===== src/rtl/pong_pkg.sv =====
// Shared pong constants, the AI paddle state type and a y-range clamp helper.
package pong_pkg;

  localparam int DEF_TOP_BOUNDARY    = 3;
  localparam int DEF_BOTTOM_BOUNDARY = 477;
  localparam int DEF_PADDLE_HEIGHT   = 46;
  localparam int DEF_START_Y         = 217;
  localparam int DEF_PLAYER_STEP     = 4;
  localparam int DEF_AI_STEP         = 3;
  localparam int DEF_AI_DEADZONE     = 2;
  localparam int DEF_DEBOUNCE_CYCLES = 16;

  typedef enum logic {
    HOME  = 1'b0,
    TRACK = 1'b1
  } ai_state_t;

  // Saturate an 11-bit signed position into [lo, hi]; result is a 10-bit screen y.
  function automatic logic [9:0] clamp_y(input logic signed [10:0] v,
                                         input logic signed [10:0] lo,
                                         input logic signed [10:0] hi);
    logic signed [10:0] r;
    r = v;
    if (v < lo) r = lo;
    if (v > hi) r = hi;
    return r[9:0];
  endfunction

endpackage


===== src/rtl/button_debounce.sv =====
// Two-flop synchronizer plus stability counter for one active-low push-button.
module button_debounce #(
  parameter int DEBOUNCE_CYCLES = 16
) (
  input  logic clk,
  input  logic reset_n,
  input  logic button_n,
  output logic pressed
);

  localparam int CNT_W = $clog2(DEBOUNCE_CYCLES + 1);
  localparam logic [CNT_W-1:0] CNT_LAST = CNT_W'(DEBOUNCE_CYCLES - 1);

  logic [1:0]       sync_q, sync_d;
  logic             level_q, level_d;
  logic [CNT_W-1:0] cnt_q, cnt_d;
  logic             sync_level;

  assign sync_level = ~sync_q[1];

  // The counter tracks how long the synchronized level has disagreed with the
  // accepted level; any agreement restarts it.
  always_comb begin
    sync_d  = {sync_q[0], button_n};
    level_d = level_q;
    cnt_d   = '0;
    if (sync_level != level_q) begin
      if (cnt_q == CNT_LAST) begin
        level_d = sync_level;
        cnt_d   = '0;
      end else begin
        cnt_d = cnt_q + 1'b1;
      end
    end
  end

  always_ff @(posedge clk or negedge reset_n) begin
    if (!reset_n) begin
      sync_q  <= 2'b11;
      level_q <= 1'b0;
      cnt_q   <= '0;
    end else begin
      sync_q  <= sync_d;
      level_q <= level_d;
      cnt_q   <= cnt_d;
    end
  end

  assign pressed = level_q;

endmodule


===== src/rtl/paddle_ctrl.sv =====
// Player and AI paddle position generator for pong.
// Define PADDLE_AI_EN to build the ball-tracking AI; otherwise the right paddle is fixed at START_Y.
module paddle_ctrl
  import pong_pkg::*;
#(
  parameter int TOP_BOUNDARY    = DEF_TOP_BOUNDARY,
  parameter int BOTTOM_BOUNDARY = DEF_BOTTOM_BOUNDARY,
  parameter int PADDLE_HEIGHT   = DEF_PADDLE_HEIGHT,
  parameter int START_Y         = DEF_START_Y,
  parameter int PLAYER_STEP     = DEF_PLAYER_STEP,
  parameter int AI_STEP         = DEF_AI_STEP,
  parameter int AI_DEADZONE     = DEF_AI_DEADZONE,
  parameter int DEBOUNCE_CYCLES = DEF_DEBOUNCE_CYCLES
) (
  input  logic       clk,
  input  logic       reset_n,
  input  logic       tick,
  input  logic       button_up_n,
  input  logic       button_down_n,
  input  logic [9:0] ball_y,
  input  logic       ball_dir_right,
  output logic [9:0] left_paddle_y,
  output logic [9:0] right_paddle_y,
  output logic       ai_state_dbg
);

  localparam logic signed [10:0] Y_MIN  = 11'(TOP_BOUNDARY);
  localparam logic signed [10:0] Y_MAX  = 11'(BOTTOM_BOUNDARY - PADDLE_HEIGHT);
  localparam logic signed [10:0] P_STEP = 11'(PLAYER_STEP);
  localparam logic [9:0]         Y_HOME = 10'(START_Y);

  logic up_pressed, down_pressed;

  button_debounce #(.DEBOUNCE_CYCLES(DEBOUNCE_CYCLES)) u_db_up (
    .clk      (clk),
    .reset_n  (reset_n),
    .button_n (button_up_n),
    .pressed  (up_pressed)
  );

  button_debounce #(.DEBOUNCE_CYCLES(DEBOUNCE_CYCLES)) u_db_down (
    .clk      (clk),
    .reset_n  (reset_n),
    .button_n (button_down_n),
    .pressed  (down_pressed)
  );

  // Player paddle: one step per tick, conflicting buttons cancel out.
  logic [9:0]         left_q, left_d;
  logic signed [10:0] left_sum;

  always_comb begin
    left_d   = left_q;
    left_sum = $signed({1'b0, left_q});
    if (up_pressed && !down_pressed) begin
      left_sum = $signed({1'b0, left_q}) - P_STEP;
    end else if (down_pressed && !up_pressed) begin
      left_sum = $signed({1'b0, left_q}) + P_STEP;
    end
    if (tick) begin
      left_d = clamp_y(left_sum, Y_MIN, Y_MAX);
    end
  end

  always_ff @(posedge clk or negedge reset_n) begin
    if (!reset_n) begin
      left_q <= Y_HOME;
    end else begin
      left_q <= left_d;
    end
  end

  assign left_paddle_y = left_q;

`ifdef PADDLE_AI_EN
  localparam logic signed [10:0] A_STEP = 11'(AI_STEP);
  localparam logic signed [10:0] A_DZ   = 11'(AI_DEADZONE);
  localparam logic signed [10:0] HALF_H = 11'(PADDLE_HEIGHT / 2);
  localparam logic signed [10:0] A_HOME = 11'(START_Y);

  ai_state_t          state_q, state_d;
  logic [9:0]         right_q, right_d;
  logic signed [10:0] target, err, err_abs, step, right_s;
  logic               in_deadzone;

  // The move on a tick uses state_q, so a same-cycle transition still moves toward the old target.
  always_comb begin
    state_d = ball_dir_right ? TRACK : HOME;
    right_d = right_q;
    target  = A_HOME;
    if (state_q == TRACK) begin
      target = $signed({1'b0, clamp_y($signed({1'b0, ball_y}) - HALF_H, Y_MIN, Y_MAX)});
    end
    err         = target - $signed({1'b0, right_q});
    err_abs     = err[10] ? -err : err;
    step        = (err_abs > A_STEP) ? A_STEP : err_abs;
    right_s     = err[10] ? $signed({1'b0, right_q}) - step
                          : $signed({1'b0, right_q}) + step;
    in_deadzone = (state_q == TRACK) && (err_abs <= A_DZ);
    if (tick && (err_abs != 11'sd0) && !in_deadzone) begin
      right_d = clamp_y(right_s, Y_MIN, Y_MAX);
    end
  end

  always_ff @(posedge clk or negedge reset_n) begin
    if (!reset_n) begin
      state_q <= HOME;
      right_q <= Y_HOME;
    end else begin
      state_q <= state_d;
      right_q <= right_d;
    end
  end

  assign right_paddle_y = right_q;
  assign ai_state_dbg   = state_q;
`else
  logic unused_ai_inputs;
  assign unused_ai_inputs = ^{ball_y, ball_dir_right, 32'(AI_STEP), 32'(AI_DEADZONE)};
  assign right_paddle_y   = Y_HOME;
  assign ai_state_dbg     = 1'b0;
`endif

endmodule


===== config.mk =====
export PLATFORM = sky130hd
export DESIGN_NAME = paddle_ctrl
export DESIGN_NICKNAME = d
export VERILOG_FILES = /design/src/rtl/pong_pkg.sv /design/src/rtl/button_debounce.sv /design/src/rtl/paddle_ctrl.sv
export SDC_FILE = /design/constraint.sdc
export NUM_CORES = 1
export LEC_CHECK = 0
export CAP_MARGIN = 20
export CORE_MARGIN = 2
export CORE_UTILIZATION = 54
export DETAILED_ROUTE_END_ITERATION = 8
export PLACE_DENSITY = 0.85
export SLEW_MARGIN = 40
export SYNTH_ARGS = -nofsm -noshare
export SYNTH_HDL_FRONTEND = slang
export SYNTH_HIERARCHICAL = 1
export SYNTH_SLANG_ARGS = --single-unit

===== constraint.sdc =====
create_clock -name clk -period 4.2 [get_ports clk]
set_input_delay 0.84 -clock clk [delete_from_list [all_inputs] [get_ports clk]]
set_output_delay 0.84 -clock clk [all_outputs]
set_load 0.02 [all_outputs]

==> impl_metrics.yaml <==
cts:
  clk_pin_slew_worst_paths_ns: 0.14
  clk_latency_ns: 0.32
  cts.sinks: 26
  cts_tree: "done"
  cts_resized: 0
  clock_path_buffers: 2
  cts_hold_buf: 0
  root_buffer: "clkbuf_4"
  cts_max_level: 1
  cts_made_buffers: 3
  cts_setup_buffers: 0
sta:
  setup_viol: 0
  slew_headroom: 0.627
  setup_slack_ns: 1.68
  grt_setup_unrepaired: "no"
  finalCriticalPeriod_ns: 2.52
  fmax_ghz: 0.396
  holdWs_ns: 0.367
  fin_skew_ns: 0.0200
  tightest_slew_ns: 0.560
  fin_tns_setup_ns: 0
  final-max-slew-violation-count: 0
  finalHoldViolations: 0
  fin_crit_sh: 0.601
finish:
  antennaDiodeCount: 0
  register_area_um2: 662
  multiInputGateArea_um2: 835
  fin_cells: 194
  nNetsFinal: 184
  n_fill_cell: 222
  area_growth_pct: 7.06
  drive_gt1_frac: 0.221
logic_synthesis:
  ys_ff_latch: 26
  syn-mean-instance-area_um2: 10.7
  ys_seq_area_frac: 0.410
  synth_cell_type_count: 54
  syn-cell-area_um2: 1610
  ys_top_cells_by_area: "dfrtp_1 26%, dfstp_2 15%, buf_4 5.1%"
  yosysWarnings: 6
  synth_top_area_frac: 0.264
  yosysTopAreaCell: "dfrtp_1"
  synthesis.instances: 151
floorplanning:
  fp.coreArea_um2: 2810
  start_util: 0.575
  die_area_um2: 3440
  ios: 37
  rows: 19
  fp.dieH_um: 58.7
  die_x_um: 58.7
place:
  preCtsSetupSlack_ns: 1.62
  numPlacedInstances: 190
  portBuffers: 14
  dp_hpwl_um: 2020
  gp_congestion: 0.845
setup_path:
  crit_fanout: 12
  critPathTopFamily: "flip-flops"
  slowest_stage: "dfstp_2"
  slowest_delay_ns: 0.70
  worstPathCellList: "clkdlybuf4s50_1"
  crit_path_start_kind: "flop"
  worstSetupPathType: "reg2out"
  end_kind: "output port"
  arrival_ns: 1.68
  path_buf_inv: 1
  critical_path_required_ns: 3.36
power_and_ir_drop:
  total_power_mw: 0.577
  leakage_nw: 0.738
  ir_drop_v: 0.000258
  power_density_nw_per_um2: 334
outcome:
  status: "complete, but fails checks"
  violations: "design-rule violations"
global_route:
  grt_pass1_vias: 1048
  antenna_found_initial: 0
  grt_overflow_total: 0
  grt_max_degree: 27
  grt_pass1_wl_um: 4580
  grtUsageTotal: 0.172
detailed_routing:
  routed_via_density: 5.76
  firstDrtPassIters: 6
  drc: 2
  drt.antenna.violating_nets: 0
  vias: 1117
  routed_wl_um: 2670
  post_drt_wl_per_cell_um: 13.8
  drtIter0Drc: 31
run:
  maxCapViolCount: 0
min_path:
  min_path_type: "reg2reg"
## registers in the layout (all words and copies together) (netlist names)
name	flops
u_db_up/sync_q	2
u_db_down/sync_q	2
u_db_up/cnt_q	5
u_db_up/pressed	1
left_paddle_y	10
u_db_down/cnt_q	5
u_db_down/pressed	1
## cells in the mapped netlist, drive strengths merged
cell type / number
nand2b: 3
o22ai: 1
nor2: 7
or2: 1
conb: 2
a211oi: 2
xor2: 5
nor2b: 1
nand2: 8
and3: 5
or3: 4
buf: 14
a31oi: 2
o211ai: 3
dfrtp: 17
o21bai: 3
and4b: 3
nand3: 6
o2bb2ai: 1
a31o: 1
nand4: 1
inv: 8
nor3: 4
o31a: 1
nor4: 1
mux2i: 1
o2bb2a: 1
o21ai: 9
ha: 4
a21boi: 1
a22oi: 1
a21o: 4
clkbuf: 1
xnor2: 6
a21oi: 3
and2: 2
nand3b: 2
o31ai: 3
dfstp: 9
## metal layers
layer / vias up / global-route usage / share of wire
met5: - / 0 / 0
met4: 0 / 0.0617 / 0.013
met3: 6 / 0.0264 / 0.040
met2: 30 / 0.283 / 0.49
met1: 550 / 0.234 / 0.46
li1: 531 / - / -
## cell families after synthesis
| logic type | after synthesis | share of synthesized area |
|---|---|---|
| compound gates | 36 | 0.182 |
| xor+xnor | 11 | 0.0807 |
| fa+ha+maj | 4 | 0.0310 |
| buf+inv | 23 | 0.0931 |
| flops | 26 | 0.410 |
| mux | 1 | 0.00621 |
| other cells | 2 | 0.00466 |
| simple gates | 48 | 0.192 |
## cell type report
| type | count | area share |
|---|---|---|
| timing repair buffer | 14 | 0.0783 |
| clock buffer | 4 | 0.0152 |
| inverter | 8 | 0.0174 |
| tap | 31 | 0.0225 |
| multi-input combinational | 111 | 0.483 |
| sequential | 26 | 0.383 |
## where the power goes
part	switching, mW	internal (mW)
logic	0.0866	0.0690
clock network	0.0701	0.0371
registers	0.0325	0.282
## through the flow
| step | util | instance area (um^2) |
|---|---|---|
| after detailed placement | 0.606 | 1700 |
| after CTS | 0.616 | 1730 |
| final | 0.616 | 1730 |
| after floorplan | - | 1650 |
| after global routing | 0.616 | 1730 |
| after global placement | 0.608 | 1710 |
## final timing paths
| check | end | cells after the start | slack [ns] | from |
|---|---|---|---|---|
| max | left_paddle_y[4] | 1 | 1.68 | left_paddle_y[4] |
| min in group asynchronous | u_db_down/cnt_q[3] | 1 | 0.48 | reset_n |
| max in group asynchronous | left_paddle_y[3] | 1 | 3.32 | reset_n |
| min reg2reg | u_db_up/sync_q[1] | 0 | 0.37 | u_db_up/sync_q[0] |
| min | u_db_up/sync_q[1] | 0 | 0.37 | u_db_up/sync_q[0] |
| max reg2reg | left_paddle_y[2] | 9 | 1.85 | left_paddle_y[2] |
## placed cells by master (no fill, tap or decap), types with 3 or more instances in the layout
cell	n
a21o_1	4
nor3_1	4
clkdlybuf4s50_1	13
dfstp_2	9
nand2_1	8
ha_1	4
inv_1	8
and3_1	3
xor2_1	4
xnor2_1	4
conb_1	11
nor2_1	7
nand3_1	4
clkbuf_4	3
o211ai_1	3
dfrtp_1	17
o21ai_0	3
o21bai_1	3
o21ai_1	4
Power figures use the tool's default switching activity.
